`src/rtl/apb_master.sv`:
```
// -----------------------------------------------------------------------------
// apb_master
//
// APB requester. Accepts one command at a time on a valid/ready command port,
// runs it as a single SETUP/ACCESS transfer on the APB bus, waits for PREADY
// with an optional bounded timeout, and reports completion on a one-cycle
// response strobe.
//
// Parameters
//   ADDR_W   width of PADDR / cmd_addr
//   DATA_W   width of PWDATA / PRDATA / cmd_wdata / rsp_rdata
//   TIMEOUT  ACCESS cycles without PREADY before abort (0 = never abort)
//
// Ports
//   PCLK         clock, rising edge
//   PRESET       synchronous reset, active-high
//   cmd_valid    command request
//   cmd_ready    command accepted on cmd_valid && cmd_ready at an edge
//   cmd_write    1 = write, 0 = read
//   cmd_addr     target address
//   cmd_wdata    write data
//   rsp_valid    one-cycle completion strobe
//   rsp_rdata    captured read data (0 for writes and timeouts)
//   rsp_timeout  1 = transfer aborted by timeout (qualified by rsp_valid)
//   PSEL/PENABLE/PWRITE/PADDR/PWDATA  APB request outputs (registered)
//   PRDATA/PREADY                     APB completer inputs
// -----------------------------------------------------------------------------
module apb_master #(
    parameter int ADDR_W  = 32,
    parameter int DATA_W  = 32,
    parameter int TIMEOUT = 16
) (
    input  logic              PCLK,
    input  logic              PRESET,
    input  logic              cmd_valid,
    output logic              cmd_ready,
    input  logic              cmd_write,
    input  logic [ADDR_W-1:0] cmd_addr,
    input  logic [DATA_W-1:0] cmd_wdata,
    output logic              rsp_valid,
    output logic [DATA_W-1:0] rsp_rdata,
    output logic              rsp_timeout,
    output logic              PSEL,
    output logic              PENABLE,
    output logic              PWRITE,
    output logic [ADDR_W-1:0] PADDR,
    output logic [DATA_W-1:0] PWDATA,
    input  logic [DATA_W-1:0] PRDATA,
    input  logic              PREADY
);

    // A zero TIMEOUT still needs a legal (1-bit) counter; it is never compared.
    localparam int             CNT_W     = (TIMEOUT > 0) ? $clog2(TIMEOUT + 1) : 1;
    localparam logic [CNT_W-1:0] CNT_MAX   = {CNT_W{1'b1}};
    localparam logic [CNT_W-1:0] CNT_LIMIT = CNT_W'(TIMEOUT);
    localparam logic           TO_EN     = (TIMEOUT != 0);

    typedef enum logic [1:0] {
        ST_IDLE   = 2'd0,
        ST_SETUP  = 2'd1,
        ST_ACCESS = 2'd2
    } state_t;

    state_t              r_state;
    state_t              w_state_nxt;

    logic [CNT_W-1:0]    r_cnt;
    logic [CNT_W-1:0]    w_cnt_nxt;

    logic                r_psel;
    logic                r_penable;
    logic                r_pwrite;
    logic [ADDR_W-1:0]   r_paddr;
    logic [DATA_W-1:0]   r_pwdata;
    logic                r_rsp_valid;
    logic [DATA_W-1:0]   r_rsp_rdata;
    logic                r_rsp_timeout;

    logic                w_psel_nxt;
    logic                w_penable_nxt;
    logic                w_pwrite_nxt;
    logic [ADDR_W-1:0]   w_paddr_nxt;
    logic [DATA_W-1:0]   w_pwdata_nxt;
    logic                w_rsp_valid_nxt;
    logic [DATA_W-1:0]   w_rsp_rdata_nxt;
    logic                w_rsp_timeout_nxt;

    logic                w_accept;
    logic                w_done;
    logic                w_abort;

    // Ready only in IDLE, and never while reset is being applied.
    assign cmd_ready = (r_state == ST_IDLE) && !PRESET;
    assign w_accept  = cmd_valid && cmd_ready;
    assign w_done    = (r_state == ST_ACCESS) && PREADY;
    // The counter holds the number of PREADY-low ACCESS cycles already seen,
    // so the abort fires on the (TIMEOUT+1)-th ACCESS cycle still without PREADY.
    assign w_abort   = (r_state == ST_ACCESS) && !PREADY && TO_EN && (r_cnt == CNT_LIMIT);

    // State register.
    always_ff @(posedge PCLK) begin
        if (PRESET) begin
            r_state <= ST_IDLE;
        end else begin
            r_state <= w_state_nxt;
        end
    end

    // Next-state logic.
    always_comb begin
        w_state_nxt = r_state;
        case (r_state)
            ST_IDLE: begin
                if (w_accept) begin
                    w_state_nxt = ST_SETUP;
                end else begin
                    w_state_nxt = ST_IDLE;
                end
            end
            ST_SETUP: begin
                w_state_nxt = ST_ACCESS;
            end
            ST_ACCESS: begin
                if (w_done || w_abort) begin
                    w_state_nxt = ST_IDLE;
                end else begin
                    w_state_nxt = ST_ACCESS;
                end
            end
            default: begin
                w_state_nxt = ST_IDLE;
            end
        endcase
    end

    // Output logic: next values for every registered output and the wait counter.
    always_comb begin
        // APB strobes follow the state being entered, so they are registered
        // alongside the state rather than decoded from it.
        w_psel_nxt        = (w_state_nxt != ST_IDLE);
        w_penable_nxt     = (w_state_nxt == ST_ACCESS);
        w_pwrite_nxt      = r_pwrite;
        w_paddr_nxt       = r_paddr;
        w_pwdata_nxt      = r_pwdata;
        w_rsp_valid_nxt   = w_done || w_abort;
        w_rsp_rdata_nxt   = r_rsp_rdata;
        w_rsp_timeout_nxt = r_rsp_timeout;
        w_cnt_nxt         = r_cnt;

        if (w_accept) begin
            // PWDATA is loaded even for reads; the completer ignores it.
            w_pwrite_nxt = cmd_write;
            w_paddr_nxt  = cmd_addr;
            w_pwdata_nxt = cmd_wdata;
            w_cnt_nxt    = {CNT_W{1'b0}};
        end else if ((r_state == ST_ACCESS) && !PREADY && !w_abort) begin
            if (r_cnt != CNT_MAX) begin
                w_cnt_nxt = r_cnt + {{(CNT_W-1){1'b0}}, 1'b1};
            end else begin
                w_cnt_nxt = r_cnt;
            end
        end else begin
            w_cnt_nxt = r_cnt;
        end

        if (w_done) begin
            w_rsp_rdata_nxt   = r_pwrite ? {DATA_W{1'b0}} : PRDATA;
            w_rsp_timeout_nxt = 1'b0;
        end else if (w_abort) begin
            w_rsp_rdata_nxt   = {DATA_W{1'b0}};
            w_rsp_timeout_nxt = 1'b1;
        end else begin
            w_rsp_rdata_nxt   = r_rsp_rdata;
            w_rsp_timeout_nxt = r_rsp_timeout;
        end
    end

    // Output and counter registers.
    always_ff @(posedge PCLK) begin
        if (PRESET) begin
            r_psel        <= 1'b0;
            r_penable     <= 1'b0;
            r_pwrite      <= 1'b0;
            r_paddr       <= {ADDR_W{1'b0}};
            r_pwdata      <= {DATA_W{1'b0}};
            r_rsp_valid   <= 1'b0;
            r_rsp_rdata   <= {DATA_W{1'b0}};
            r_rsp_timeout <= 1'b0;
            r_cnt         <= {CNT_W{1'b0}};
        end else begin
            r_psel        <= w_psel_nxt;
            r_penable     <= w_penable_nxt;
            r_pwrite      <= w_pwrite_nxt;
            r_paddr       <= w_paddr_nxt;
            r_pwdata      <= w_pwdata_nxt;
            r_rsp_valid   <= w_rsp_valid_nxt;
            r_rsp_rdata   <= w_rsp_rdata_nxt;
            r_rsp_timeout <= w_rsp_timeout_nxt;
            r_cnt         <= w_cnt_nxt;
        end
    end

    assign PSEL        = r_psel;
    assign PENABLE     = r_penable;
    assign PWRITE      = r_pwrite;
    assign PADDR       = r_paddr;
    assign PWDATA      = r_pwdata;
    assign rsp_valid   = r_rsp_valid;
    assign rsp_rdata   = r_rsp_rdata;
    assign rsp_timeout = r_rsp_timeout;

endmodule

```
`config.mk`:
```
export PLATFORM = sky130hd
export DESIGN_NAME = apb_master
export DESIGN_NICKNAME = d
export VERILOG_FILES = /design/src/rtl/apb_master.sv
export SDC_FILE = /design/constraint.sdc
export NUM_CORES = 1
export LEC_CHECK = 0
export CORE_ASPECT_RATIO = 1.2
export CORE_MARGIN = 1.5
export CORE_UTILIZATION = 42
export DETAILED_ROUTE_END_ITERATION = 16
export MAX_ROUTING_LAYER = met4
export PLACE_DENSITY_LB_ADDON = 0.05
export REMOVE_ABC_BUFFERS = 1
export SKIP_CTS_REPAIR_TIMING = 1
export SLEW_MARGIN = 20
export SYNTH_ARGS = -nofsm -noshare
export SYNTH_HDL_FRONTEND = slang
export SYNTH_SLANG_ARGS = --single-unit
export TNS_END_PERCENT = 100
```
`constraint.sdc`:
```
create_clock -name PCLK -period 5.38 [get_ports PCLK]
set_input_delay 0.538 -clock PCLK [delete_from_list [all_inputs] [get_ports PCLK]]
set_output_delay 0.538 -clock PCLK [all_outputs]
set_load 0.01 [all_outputs]
```
==> results of run 1 <==
[cells in the final DEF, fill, tap and decap left out, drive strengths merged, types with 5 or more instances in the layout]
master | Yosys | final
clkdlybuf4s50 | 0 | 201
o21ai | 5 | 5
inv | 6 | 6
nand2 | 130 | 130
dfxtp | 108 | 108
a32o | 32 | 32
a21oi | 74 | 74
clkbuf | 13 | 14
[flip-flops by register name, summed over array words and instances (netlist names)]
| signal | flops |
|---|---|
| PADDR | 32 |
| PENABLE | 1 |
| PSEL | 1 |
| PWDATA | 32 |
| PWRITE | 1 |
| r_cnt | 5 |
| r_state | 2 |
| rsp_rdata | 32 |
| rsp_timeout | 1 |
| rsp_valid | 1 |
[kinds of logic after synthesis]
group | Yosys count | share of synthesized area
flip-flops | 108 | 0.573
AND/OR/NAND/NOR | 150 | 0.167
buffers and inverters | 38 | 0.0520
adder cells (fa/ha/maj) | 3 | 0.00994
AO/OA/AOI/OAI | 115 | 0.198
[power by group through the flow]
stage	sequential (mW)	clock, mW	combinational (mW)
3_5_place_dp	0.864	0	0.225
4_1_cts	0.845	0.481	0.226
5_1_grt	0.849	0.509	0.242
2_1_floorplan	0.876	0	0.0527
3_3_place_gp	0.862	0	0.222
6_report	0.845	0.467	0.224
[layout make-up]
| type | count | area [um^2] | area share |
|---|---|---|---|
| clock inverter | 1 | 5.00 | 0.000838 |
| timing repair buffer | 203 | 2020 | 0.339 |
| antenna | 1 | 2.50 | 0.000419 |
| tap | 117 | 146 | 0.0245 |
| multi-input combinational | 268 | 1430 | 0.239 |
| inverter | 6 | 22.5 | 0.00377 |
| sequential | 108 | 2160 | 0.362 |
| clock buffer | 14 | 183 | 0.0306 |
[per-stage QoR]
| step | setup slack (ns) | util | hold WS [ns] | cells |
|---|---|---|---|---|
| 2_1_floorplan | 3.08 | - | 0.474 | 382 |
| 3_3_place_gp | 2.24 | 0.667 | 0.441 | 702 |
| 3_5_place_dp | 2.19 | 0.668 | 0.447 | 702 |
| 4_1_cts | 2.56 | 0.690 | 0.459 | 717 |
| 5_1_grt | 2.35 | 0.690 | 0.476 | 718 |
| 6_report | 2.57 | 0.690 | 0.457 | 718 |
[layer usage]
layer / vias up / routed length, um
li1: 1782 / -
met1: 1637 / 4230
met2: 148 / 5060
met3: 8 / 952
met4: 0 / 112
met5: - / 0
[tightest hold or removal path, delay by kind of cell (launching register included)]
family	cells	cell delay, ns
DFF	1	0.32
and+or+nand+nor	1	0.05
AOI/OAI and AO/OA	1	0.05
[worst max path at each step]
| stage | from | endpoint | slack [ns] | cells past startpoint |
|---|---|---|---|---|
| 6_report | cmd_valid | PWDATA[24] | 2.57 | 5 |
| 5_1_grt | cmd_valid | PWDATA[2] | 2.35 | 5 |
| 4_1_cts | cmd_valid | PWDATA[6] | 2.56 | 5 |
| 3_5_place_dp | cmd_valid | PWDATA[24] | 2.19 | 5 |
| 3_3_place_gp | cmd_valid | PWDATA[2] | 2.24 | 5 |
| 2_1_floorplan | r_cnt[0] | rsp_rdata[0] | 3.08 | 5 |
==> results.yml, run 1 <==
run_status:
  outcome: "complete, no violations"
logic_synthesis:
  ys.flop_type: "dfxtp_1"
  synthTopCellsByArea: "dfxtp_1 57%, nand2_1 13%, a21oi_1 9.8%"
  yosysTopAreaCellShare: 0.573
  netlist_instances: 414
  synth_edf_count: 0
  yosysWarningCount: 0
  async_flop_share: 0
  synth_most_common_cell: "nand2_1"
  ys_seq_elements: 108
  seq_area_frac_synth: 0.573
  syn-cell-area_mm2: 0.00377
  synth_commonest_cells: "130 x nand2_1, 108 x dfxtp_1, 74 x a21oi_1"
  avgSynthCellArea_um2: 9.12
  synth_area_leader_cell: "dfxtp_1"
  synth_cell_types: 31
place:
  post-dp-hpwl_um: 7210
  gp_congestion: 0.851
  port_buffers: 202
  postPlaceCellArea_mm2: 0.00578
pwr:
  comb_power_share: 0.146
  power.share.sequential: 0.550
  powerDensity_mw_per_mm2: 257
  fin_total_pwr_mw: 1.54
  p_int_mw: 1.18
  pwr-share-clk: 0.304
  switching_share: 0.233
  p_switching_uw: 358
  ir_drop_v: 0.000144
  p_leak_nw: 2.10
die:
  rows: 37
  die_h_um: 107
  start_util: 0.436
  dieArea_mm2: 0.00957
  core_area_mm2: 0.00866
  ioPinCount: 203
  die_x_um: 89.5
grt:
  grt_overflow: 0
  use_met3: 0.0631
  grt_max_degree: 75
  grt.total_usage: 0.221
  grtUsageMet1: 0.257
  grt_pass1_wl_um: 16000
  use_met2: 0.355
  antenna_found_initial: 1
  grt-busiest-layer: "met2"
  grt_pass1_vias: 3374
layout:
  final_net_count: 700
  num-fill-cells: 712
  stdcell_area_mm2: 0.00597
  area_growth_pct: 58.3
  drive_above_1_share: 0.0383
setup_path:
  cp_max_fo: 66
  reg2regPathDepth: 4
  r2r-start: "r_state[0]"
  rrSetupSlack_ns: 2.78
  worst_ep_arrival_time_ns: 3.11
  crit_buf_inv: 2
  crit_slowest_cell: "inv_2"
  max_stage_delay_ns: 0.89
  crit_family: "buffers and inverters"
  start_kind: "input port"
  path_cells: "clkdlybuf4s50_1 -> or4b_4 -> inv_2 -> nand2_1 -> a21oi_1"
  timing.rr.end: "PWDATA[24]"
  worstSetupPathType: "in -> reg"
  crit_required_ns: 5.67
  cp-end-kind: "register"
timing:
  max_freq_mhz: 356
  period_needed_ns: 2.81
  hold_viol: 0
  rsz0062_at_grt: "no"
  period_share: 0.523
  relSlewSlack: 0.299
  tightest_slew_ns: 1.05
  setup_tns_ns: 0
  maxSlewViolCount: 0
  setup_viol_count_final: 0
  fin_skew_ns: 0.00776
min_path:
  hp-class: "reg -> reg"
  hold_end: "PWDATA[23]"
  hold_path_startpoint: "PWDATA[23]"
  hold_path_depth: 2
clock_network:
  clk_path_buf_depth: 2
  clk_pin_slew_worst_paths_ns: 0.09
  root_buffer: "clkbuf_8"
  clock_sinks: 108
  cts_max_level: 3
  numCtsBuffers: 9
  clkLatencyLatePin_ns: 0.36
  tritoncts: "done"
route:
  wirelength_um: 10400
  vias_per_cell: 4.98
  wl_per_cell_um: 14.4
  drtPass1Iterations: 4
  num_vias: 3575
  drc: 0
  drtIter0Drc: 146
  ant_nets: 0
flow_run:
  max-cap-violations: 0
(Power assumes the default switching activity.)
==> run 2: changes to the inputs <==
--- a/config.mk
+++ b/config.mk
@@ -7,7 +7,7 @@
 export LEC_CHECK = 0
 export CORE_ASPECT_RATIO = 1.2
 export CORE_MARGIN = 1.5
-export CORE_UTILIZATION = 42
+export CORE_UTILIZATION = 39
 export DETAILED_ROUTE_END_ITERATION = 16
 export MAX_ROUTING_LAYER = met4
 export PLACE_DENSITY_LB_ADDON = 0.05
==> constraint.sdc (replaced) <==
create_clock -name PCLK -period 2.7 [get_ports PCLK]
set_input_delay 0.27 -clock PCLK [delete_from_list [all_inputs] [get_ports PCLK]]
set_output_delay 0.27 -clock PCLK [all_outputs]
set_load 0.01 [all_outputs]
==> run 2 against run 1 <==
Sequential power increased by 100%. Largest power group unchanged. Power grew 120%. First-iteration DRC count increased by 47%. Clock skew shrank 0.0015 ns. Clock power grew to 2.8 times the previous value. Global-route usage shrank 0.89 points. Core utilization fell by 4.3 points. Wire length increased by 0.98%. Cell count is 1.4% higher. Clock-buffer cell count increased by 2.
==> results.yml, run 2 (synthesis results as in run 1) <==
die:
  dieArea_mm2: 0.0103
  rows: 39
  ioPinCount: 203
  core_area_mm2: 0.00947
  die_x_um: 92.8
  die_h_um: 111
  start_util: 0.399
setup_path:
  timing.rr.end: "r_cnt[3]"
  path_cells: "ha_1 -> and3_1 -> ha_1 -> nor4b_1 -> a31o_2 -> a21oi_1"
  crit_slowest_cell: "nor4b_1"
  crit_required_ns: 2.93
  cp-end-kind: "register"
  start_kind: "register"
  reg2regPathDepth: 6
  cp_max_fo: 5
  startpoint: "r_cnt[0]"
  path_common_cell: "ha_1"
  r2r-start: "r_cnt[0]"
  worstSetupPathType: "reg -> reg"
  max_stage_delay_ns: 0.79
  rrSetupSlack_ns: 0.52
  worst_ep_arrival_time_ns: 2.40
  crit_end: "r_cnt[3]"
clock_network:
  clk_path_buf_depth: 2
  root_buffer: "clkbuf_16"
  cts_max_level: 3
  clock_sinks: 108
  clk_pin_slew_worst_paths_ns: 0.07
  tritoncts: "done"
  numCtsBuffers: 9
  clkLatencyLatePin_ns: 0.34
layout:
  final_net_count: 704
  finalNonFillerCells: 728
  diodes: 0
  drive_above_1_share: 0.0446
  utilization: 0.647
  area_growth_pct: 62.3
  mostFrequentLayoutCell: "clkdlybuf4s50_1"
  final_cell_mix: "201 x clkdlybuf4s50_1, 130 x nand2_1, 108 x dfxtp_1"
  stdcell_area_mm2: 0.00613
place:
  gp_congestion: 0.741
  dp_cells: 712
  postPlaceCellArea_mm2: 0.00583
  post-dp-hpwl_um: 7260
  port_buffers: 202
timing:
  relSlewSlack: 0.354
  period_needed_ns: 2.18
  max_freq_mhz: 460
  setup_viol_count_final: 0
  fin_skew_ns: 0.00622
  tightest_slew_ns: 0.956
  maxSlewViolCount: 0
  setup_tns_ns: 0
  period_share: 0.806
  hold_viol: 0
  rsz0062_at_grt: "no"
route:
  ant_nets: 0
  num_vias: 3569
  vias_per_cell: 4.90
  drc: 0
  wirelength_um: 10500
  drtPass1Iterations: 4
  drtIter0Drc: 214
  wl_per_cell_um: 14.4
pwr:
  powerDensity_mw_per_mm2: 560
  fin_total_pwr_mw: 3.43
  p_leak_nw: 2.17
  ir_drop_v: 0.000456
grt:
  grt_pass1_wl_um: 16900
  grt_overflow: 0
  grt_pass1_vias: 3511
  grt.total_usage: 0.212
  grt_max_degree: 67
  antenna_found_initial: 0
run_status:
  outcome: "complete, no violations"
min_path:
  hp-class: "in -> reg"
  hold_path_startpoint: "PRESET"
flow_run:
  max-cap-violations: 0
run 2: changes by cell type in the layout (fill, tap and decap cells not counted):
cell	before	now
clkbuf_8	13	5
o21ai_2	0	1
buf_12	0	1
buf_4	1	4
o21ai_4	1	0
clkinv_2	1	0
clkbuf_1	1	2
diode_2	1	0
clkbuf_16	0	9
run 2: final cells by class:
class / instances / area [um^2]
multi-input combinational: 268 / 1420
clock buffer: 16 / 302
timing repair buffer: 207 / 2070
fill: 808 / 3340
tap: 123 / 154
sequential: 108 / 2160
inverter: 6 / 22.5
run 2: worst min-delay path by stage:
stage	to	slack, ns	depth (start not counted)
5_1_grt	PWDATA[8]	0.32	2
4_1_cts	rsp_valid	0.29	2
6_report	rsp_valid	0.29	2
3_3_place_gp	PADDR[29]	0.44	2
2_1_floorplan	PADDR[0]	0.34	1
3_5_place_dp	PWDATA[27]	0.45	2
run 2: power breakdown:
| group | leakage [nW] | internal [mW] | switching, mW |
|---|---|---|---|
| sequential | 0.878 | 1.65 | 0.0322 |
| clock | 0.149 | 0.753 | 0.544 |
| combinational | 1.15 | 0.268 | 0.180 |
| total | 2.17 | 2.67 | 0.756 |
run 2: per-layer routing:
metal	vias to the layer above	track usage	part of all wire
met5	-	-	0
met4	0	0.0737	0.017
met3	13	0.0727	0.093
met2	143	0.333	0.48
met1	1621	0.251	0.41
li1	1792	-	-
run 2: per-stage QoR:
stage                     setup slack, ns  hold WS [ns]
final                               0.524         0.292
after global routing                0.343         0.323
after CTS                           0.566         0.287
after detailed placement            0.580         0.446
after global placement              0.628         0.441
after floorplan                     0.396         0.339
run 2: worst max-delay path, delay by kind of cell, from the launching register on:
kind | cells | cell delay, ns
adders and majority gates | 2 | 0.42
AOI/OAI and AO/OA | 2 | 0.33
DFF | 1 | 0.33
and+or+nand+nor | 2 | 0.97
